### src/rtl/monitor_overlay_ctrl.sv
// Front-panel halt/step controller for the 6502 monitor: debounces the panel buttons,
// raises NMI to stop the CPU, and overlays control RAM onto page $FF while halted.
module monitor_overlay_ctrl #(
   parameter logic [15:0] DEBOUNCE_CYCLES = 16'd50000,
   parameter logic [3:0]  NMI_LOW_CYCLES  = 4'd4
) (
   input  logic        clk,
   input  logic        rst_n,
   input  logic        cpu_cycle,
   input  logic [15:0] A,
   input  logic        write,
   input  logic        sync,
   input  logic        b_runhalt,
   input  logic        b_step,
   output logic        nmi_n,
   output logic        overlay,
   output logic        ctrl_cs,
   output logic [7:0]  status,
   output logic        halted,
   output logic [1:0]  fsm_state
);

   // Bus protocol: A, write and sync are only meaningful in a clk where cpu_cycle=1.
   // cpu_cycle is a one-clk strobe with no back-pressure; every state transition
   // driven by the CPU bus is qualified by it.

   typedef enum logic [1:0] {
      ST_NORMAL  = 2'd0,
      ST_ARMED   = 2'd1,
      ST_OVERLAY = 2'd2,
      ST_RESUME  = 2'd3
   } state_t;

   state_t      state;
   state_t      next_state;

   logic [1:0]  raw_btn;
   logic [1:0]  sync1;
   logic [1:0]  sync2;
   logic [1:0]  level;
   logic [1:0]  press;
   logic [15:0] db_cnt [2];

   logic        run_mode;
   logic        step_pending;
   logic        nmi_active;
   logic [3:0]  nmi_cnt;

   logic        rh_press;
   logic        st_press;
   logic        page_ff;
   logic        vec_fetch;
   logic        resume_wr;
   logic        resume_exit;
   logic        arm_entry;

   assign raw_btn  = {b_step, b_runhalt};
   assign rh_press = press[0];
   assign st_press = press[1];

   // Two-stage synchronizer per button ahead of the debounce counters.
   always_ff @(posedge clk or negedge rst_n) begin
      if (!rst_n) begin
         sync1 <= 2'b00;
         sync2 <= 2'b00;
      end else begin
         sync1 <= raw_btn;
         sync2 <= sync1;
      end
   end

   // Level flips after DEBOUNCE_CYCLES consecutive samples disagreeing with it;
   // a flip to 1 emits a one-clk press pulse.
   always_ff @(posedge clk or negedge rst_n) begin
      if (!rst_n) begin
         level  <= 2'b00;
         press  <= 2'b00;
         db_cnt <= '{16'd0, 16'd0};
      end else begin
         for (int i = 0; i < 2; i++) begin
            press[i] <= 1'b0;
            if (sync2[i] == level[i]) begin
               db_cnt[i] <= 16'd0;
            end else if (db_cnt[i] == DEBOUNCE_CYCLES - 16'd1) begin
               level[i]  <= sync2[i];
               press[i]  <= sync2[i];
               db_cnt[i] <= 16'd0;
            end else begin
               db_cnt[i] <= db_cnt[i] + 16'd1;
            end
         end
      end
   end

   assign page_ff     = (A[15:8] == 8'hFF);
   assign vec_fetch   = cpu_cycle && !write && (A == 16'hFFFA);
   assign resume_wr   = cpu_cycle && write && (A == 16'hFFF9);
   assign resume_exit = (state == ST_RESUME) && cpu_cycle && sync && !page_ff;
   assign arm_entry   = (next_state == ST_ARMED) && (state != ST_ARMED);

   always_ff @(posedge clk or negedge rst_n) begin
      if (!rst_n) begin
         run_mode <= 1'b1;
      end else if (rh_press) begin
         run_mode <= !run_mode;
      end
   end

   // Leaving the monitor consumes the pending step request.
   always_ff @(posedge clk or negedge rst_n) begin
      if (!rst_n) begin
         step_pending <= 1'b0;
      end else if (resume_exit) begin
         step_pending <= 1'b0;
      end else if (st_press && !run_mode) begin
         step_pending <= 1'b1;
      end
   end

   // One NMI pulse per entry to ARMED, lasting NMI_LOW_CYCLES bus strobes even if
   // the CPU has already moved the FSM on to OVERLAY.
   always_ff @(posedge clk or negedge rst_n) begin
      if (!rst_n) begin
         nmi_active <= 1'b0;
         nmi_cnt    <= 4'd0;
      end else if (arm_entry) begin
         nmi_active <= 1'b1;
         nmi_cnt    <= 4'd0;
      end else if (nmi_active && cpu_cycle) begin
         if (nmi_cnt == NMI_LOW_CYCLES - 4'd1) begin
            nmi_active <= 1'b0;
         end
         nmi_cnt <= nmi_cnt + 4'd1;
      end
   end

   always_ff @(posedge clk or negedge rst_n) begin
      if (!rst_n) begin
         state <= ST_NORMAL;
      end else begin
         state <= next_state;
      end
   end

   always_comb begin
      next_state = state;
      case (state)
         ST_NORMAL: begin
            if (!run_mode || rh_press) begin
               next_state = ST_ARMED;
            end
         end
         ST_ARMED: begin
            if (vec_fetch) begin
               next_state = ST_OVERLAY;
            end
         end
         ST_OVERLAY: begin
            if (resume_wr) begin
               next_state = ST_RESUME;
            end
         end
         ST_RESUME: begin
            if (resume_exit) begin
               next_state = run_mode ? ST_NORMAL : ST_ARMED;
            end
         end
         default: next_state = ST_NORMAL;
      endcase
   end

   // The NMI vector low byte itself must come from control RAM, so ARMED overlays
   // the $FFFA read combinationally before the FSM has moved.
   always_comb begin
      overlay = 1'b0;
      halted  = 1'b0;
      case (state)
         ST_ARMED:   overlay = (A == 16'hFFFA) && !write;
         ST_OVERLAY: begin
            overlay = page_ff;
            halted  = 1'b1;
         end
         ST_RESUME:  overlay = page_ff;
         default:    overlay = 1'b0;
      endcase
   end

   assign ctrl_cs   = overlay && cpu_cycle;
   assign nmi_n     = !nmi_active;
   assign status    = {6'b000000, run_mode, step_pending};
   assign fsm_state = state;

endmodule

### config.mk
export PLATFORM = sky130hd
export DESIGN_NAME = monitor_overlay_ctrl
export DESIGN_NICKNAME = d
export VERILOG_FILES = /design/src/rtl/monitor_overlay_ctrl.sv
export SDC_FILE = /design/constraint.sdc
export NUM_CORES = 1
export LEC_CHECK = 0
export CORE_MARGIN = 2
export CORE_UTILIZATION = 53
export CTS_CLUSTER_DIAMETER = 100
export CTS_CLUSTER_SIZE = 28
export DETAILED_ROUTE_END_ITERATION = 8
export GPL_TIMING_DRIVEN = 0
export PLACE_DENSITY = 0.8
export SLEW_MARGIN = 30
export SYNTH_ARGS = -nofsm -noshare
export SYNTH_HDL_FRONTEND = slang
export SYNTH_SLANG_ARGS = --single-unit
### constraint.sdc
create_clock -name clk -period 1.8 [get_ports clk]
set_input_delay 0.18 -clock clk [delete_from_list [all_inputs] [get_ports clk]]
set_output_delay 0.18 -clock clk [all_outputs]
set_load 0.01 [all_outputs]
==> summary.md <==
| Metric | Value |
|---|---|
| Status | `finished clean` |
| Htree depth | `2` |
| Slew HR | `0.6009` |
| Routed WL | `4.339 mm` |
| Crit path buffers/inverters | `2` |
| Gr usage total | `0.1815` |
| # DRC | `0` |
| PD cells | `705.7 nW/µm²` |
| GRT overflow | `0` |
| CP top delay family | `buffers and inverters` |
| Setup CP Type | `register to output pin` |
| Launching point of the worst reg2reg path | `db_cnt[16]$_DFF_PN0_` |
| Cell Area, Synth | `2410 µm²` |
| Worst reg2reg path endpoint | `db_cnt[28]$_DFF_PN0_` |
| Post-synthesis sequential area ratio | `0.5093` |
| DR vias | `1750` |
| Clk root buf | `clkbuf_8` |
| Clk sinks | `49` |
| Clock Skew | `0.005581 ns` |
| CTS tree | `built` |
| Max VDD drop | `0.4087 mV` |
| FF-to-FF path depth | `7` |
| Final critical-path share of the clock period | `0.9396` |
| Hpwl dp | `3.067 mm` |
| Final setup fails | `0` |
| Core Region | `4354 µm²` |
| Startpoint Class | `register` |
| P&R area growth vs syn | `22.48%` |
| Initial Utilization | `0.5534` |
| Worst path max stage delay | `0.58 ns` |
| Min-Delay Endpoint | `nmi_cnt[1]$_DFFE_PN0P_` |
| Critical path's slowest cell | `dfstp_2` |
| Drt first pass iters | `4` |
| Final Util | `0.6779` |
| R2r setup slk | `0.16 ns` |
| Initial antenna violation count | `0` |
| Total Nets Final | `309` |
| IO Pins | `37` |
| Worst hold start | `cpu_cycle` |
| Top_reg_cell synth | `dfrtp_1` |
| Period minus WS final | `1.691 ns` |
| CTS Buf Count | `5` |
| Ys async rst share | `1.000` |
| Die area | `5102 µm²` |
| CP Cell Sequence | `buf_4 -> clkdlybuf4s50_1` |
| Final Cell Area | `2952 µm²` |
| Largest net degree at the start of global routing | `50` |
| Worst slew pin tran | `0.5987 ns` |
| Hold_ws | `0.2021 ns` |
| Syn avg cell area | `10.21 µm²` |
| Clock tree buffer depth | `2` |
| First-pass GRT wire length | `7.348 mm` |
| EDFF count, synth | `0` |
| Area after DPL | `2781 µm²` |
| Gpl congestion | `0.7993` |
| Synth top cells by count | `48 x dfrtp_1, 47 x nor2_1, 21 x xor2_1, 17 x nand3_1, 13 x xnor2_1` |
| Max-cap violations | `0` |
| Vias per cell | `5.208` |
| Fin. max-slew vios | `0` |
| Gate Count Post-Synth | `236` |
| PortBufs | `29` |
| Antenna Nets Post-Route | `0` |
| WL/cell | `12.91 µm` |
| FILL cells | `356` |
| Worst-skew pair later-pin latency | `0.31 ns` |
| Final Hold Fails | `0` |
| Number of global-route vias before repair | `1701` |
| N_diodes | `0` |
| Synth top area cells | `dfrtp_1 50%, xor2_1 7.6%, nor2_1 7.3%, xnor2_1 4.7%, nand3_1 3.5%` |
| Yosys warnings | `0` |
| Chip Height | `71.43 µm` |
| Critical Path AT | `1.51 ns` |
| Hold Crit Class | `primary input to register` |
| Reg clk slew, reported paths | `0.08 ns` |
| Cell with the most instances after synthesis | `dfrtp_1` |
| Unrepaired setup endpoints after global routing | `false` |
| Crit. End Element | `output pin` |
| Synth Register Bits | `49` |
| Rows | `24` |
| CP required | `1.62 ns` |
| Yosys top cell by area | `dfrtp_1` |
| Share of layout cells above drive strength 1 | `0.1514` |
| Share of the synthesized area in the top cell type | `0.4984` |
| Peak Freq | `0.5913 GHz` |
| Hold Path Cell Cnt | `3` |
| Yosys cell types | `38` |
| Critical path fanouts, max | `5` |
| DR iter-0 viols | `54` |
| Die Wd | `71.43 µm` |
| Lkg Pwr | `1.313 nW` |
-- state kept, by name, summed over array words and instances, names as in the netlist --
| signal | cells |
|---|---|
| level | 2 |
| db_cnt | 32 |
| sync1 | 2 |
| nmi_active | 1 |
| run_mode | 1 |
| nmi_cnt | 4 |
| step_pending | 1 |
| fsm_state | 2 |
| press | 2 |
| sync2 | 2 |
-- final cells by class --
type	instances	area [µm²]	share of cell area
flip-flops and latches	49	1229	0.4163
multi-input cells	172	1086	0.3680
repair buffers	35	329.1	0.1115
plain buffers	13	96.34	0.03264
clock buffers	6	82.58	0.02798
well taps	52	65.06	0.02204
clock inverters	2	37.54	0.01272
inverters	7	26.28	0.008902
-- through the flow --
stage | std cells | setup TNS (ns) | setup slack, ns | power (mW)
CTS | 335 | 0 | 0.05538 | 2.103
global route | 336 | 0 | 0.01384 | 2.155
detailed placement | 322 | -0.3574 | -0.2098 | 1.288
floorplan | 241 | 0 | 0.3031 | 1.207
global placement | 322 | -37.78 | -0.7754 | 1.285
finish | 336 | 0 | 0.1088 | 2.083
-- tightest hold or removal path, stage by stage --
cell     delay (ns)
buf_4          0.15
nand3_1        0.08
a21oi_1        0.06
-- metal layers --
layer | up-vias | wire length (µm) | global-route usage | share of wire
li1 | 875 | - | - | -
met1 | 823 | 1963 | 0.2264 | 0.45
met2 | 45 | 2010 | 0.3066 | 0.46
met3 | 7 | 296 | 0.04501 | 0.068
met4 | 0 | 69 | 0.06709 | 0.016
met5 | - | 0 | 0 | 0
-- cell families (layout without fill, tap and decap cells) --
family / Yosys count / after routing / synth area share
AO/OA/AOI/OAI: 9 / 9 / 0.03115
flip-flops: 49 / 49 / 0.5093
AND/OR/NAND/NOR: 118 / 118 / 0.2586
other: 1 / 6 / 0.001556
XOR/XNOR: 34 / 34 / 0.1236
multiplexers: 2 / 2 / 0.009345
adder cells (fa/ha/maj): 3 / 3 / 0.01558
buffers and inverters: 20 / 63 / 0.05088
-- where the power goes --
group | switching [mW] | internal (mW) | leakage (nW)
Sequential | 0.0161 | 1.12 | 0.656
Clock | 0.361 | 0.452 | 0.0574
Combinational | 0.0627 | 0.0743 | 0.600
-- cell usage in the layout (no fill, tap or decap), types with 4 or more instances in the layout --
| cell | synthesis | layout |
|---|---|---|
| and3_1 | 8 | 8 |
| buf_4 | 10 | 16 |
| clkbuf_8 | 0 | 6 |
| clkdlybuf4s50_1 | 0 | 26 |
| conb_1 | 1 | 6 |
| dfrtp_1 | 48 | 47 |
| inv_1 | 7 | 7 |
| nand2_1 | 10 | 9 |
| nand3_1 | 17 | 17 |
| nand4_1 | 10 | 10 |
| nor2_1 | 47 | 47 |
| nor3_1 | 5 | 4 |
| xnor2_1 | 13 | 13 |
| xor2_1 | 21 | 21 |
-- timing repair --
item | in CTS | in global routing
hold endpoints to repair | 48 | 0
setup buffers | 4 | 1
endpoints found under the setup margin | 2 | 11
hold buffers | 1 | 0
gates resized for setup | 4 | 3
pin swaps | 3 | 2
-- worst max path at each step --
stage	startpoint	end	slack, ns	cells past startpoint
finish	run_mode$_DFFE_PN1P_	status[1]	0.11	2
global route	db_cnt[16]$_DFF_PN0_	db_cnt[16]$_DFF_PN0_	0.01	7
CTS	db_cnt[0]$_DFF_PN0_	db_cnt[8]$_DFF_PN0_	0.06	7
detailed placement	A[2]	overlay	-0.21	6
global placement	rst_n	db_cnt[23]$_DFF_PN0_	-0.78	1
floorplan	db_cnt[16]$_DFF_PN0_	level[0]$_DFFE_PN0P_	0.30	5
Power figures use the tool's default switching activity.
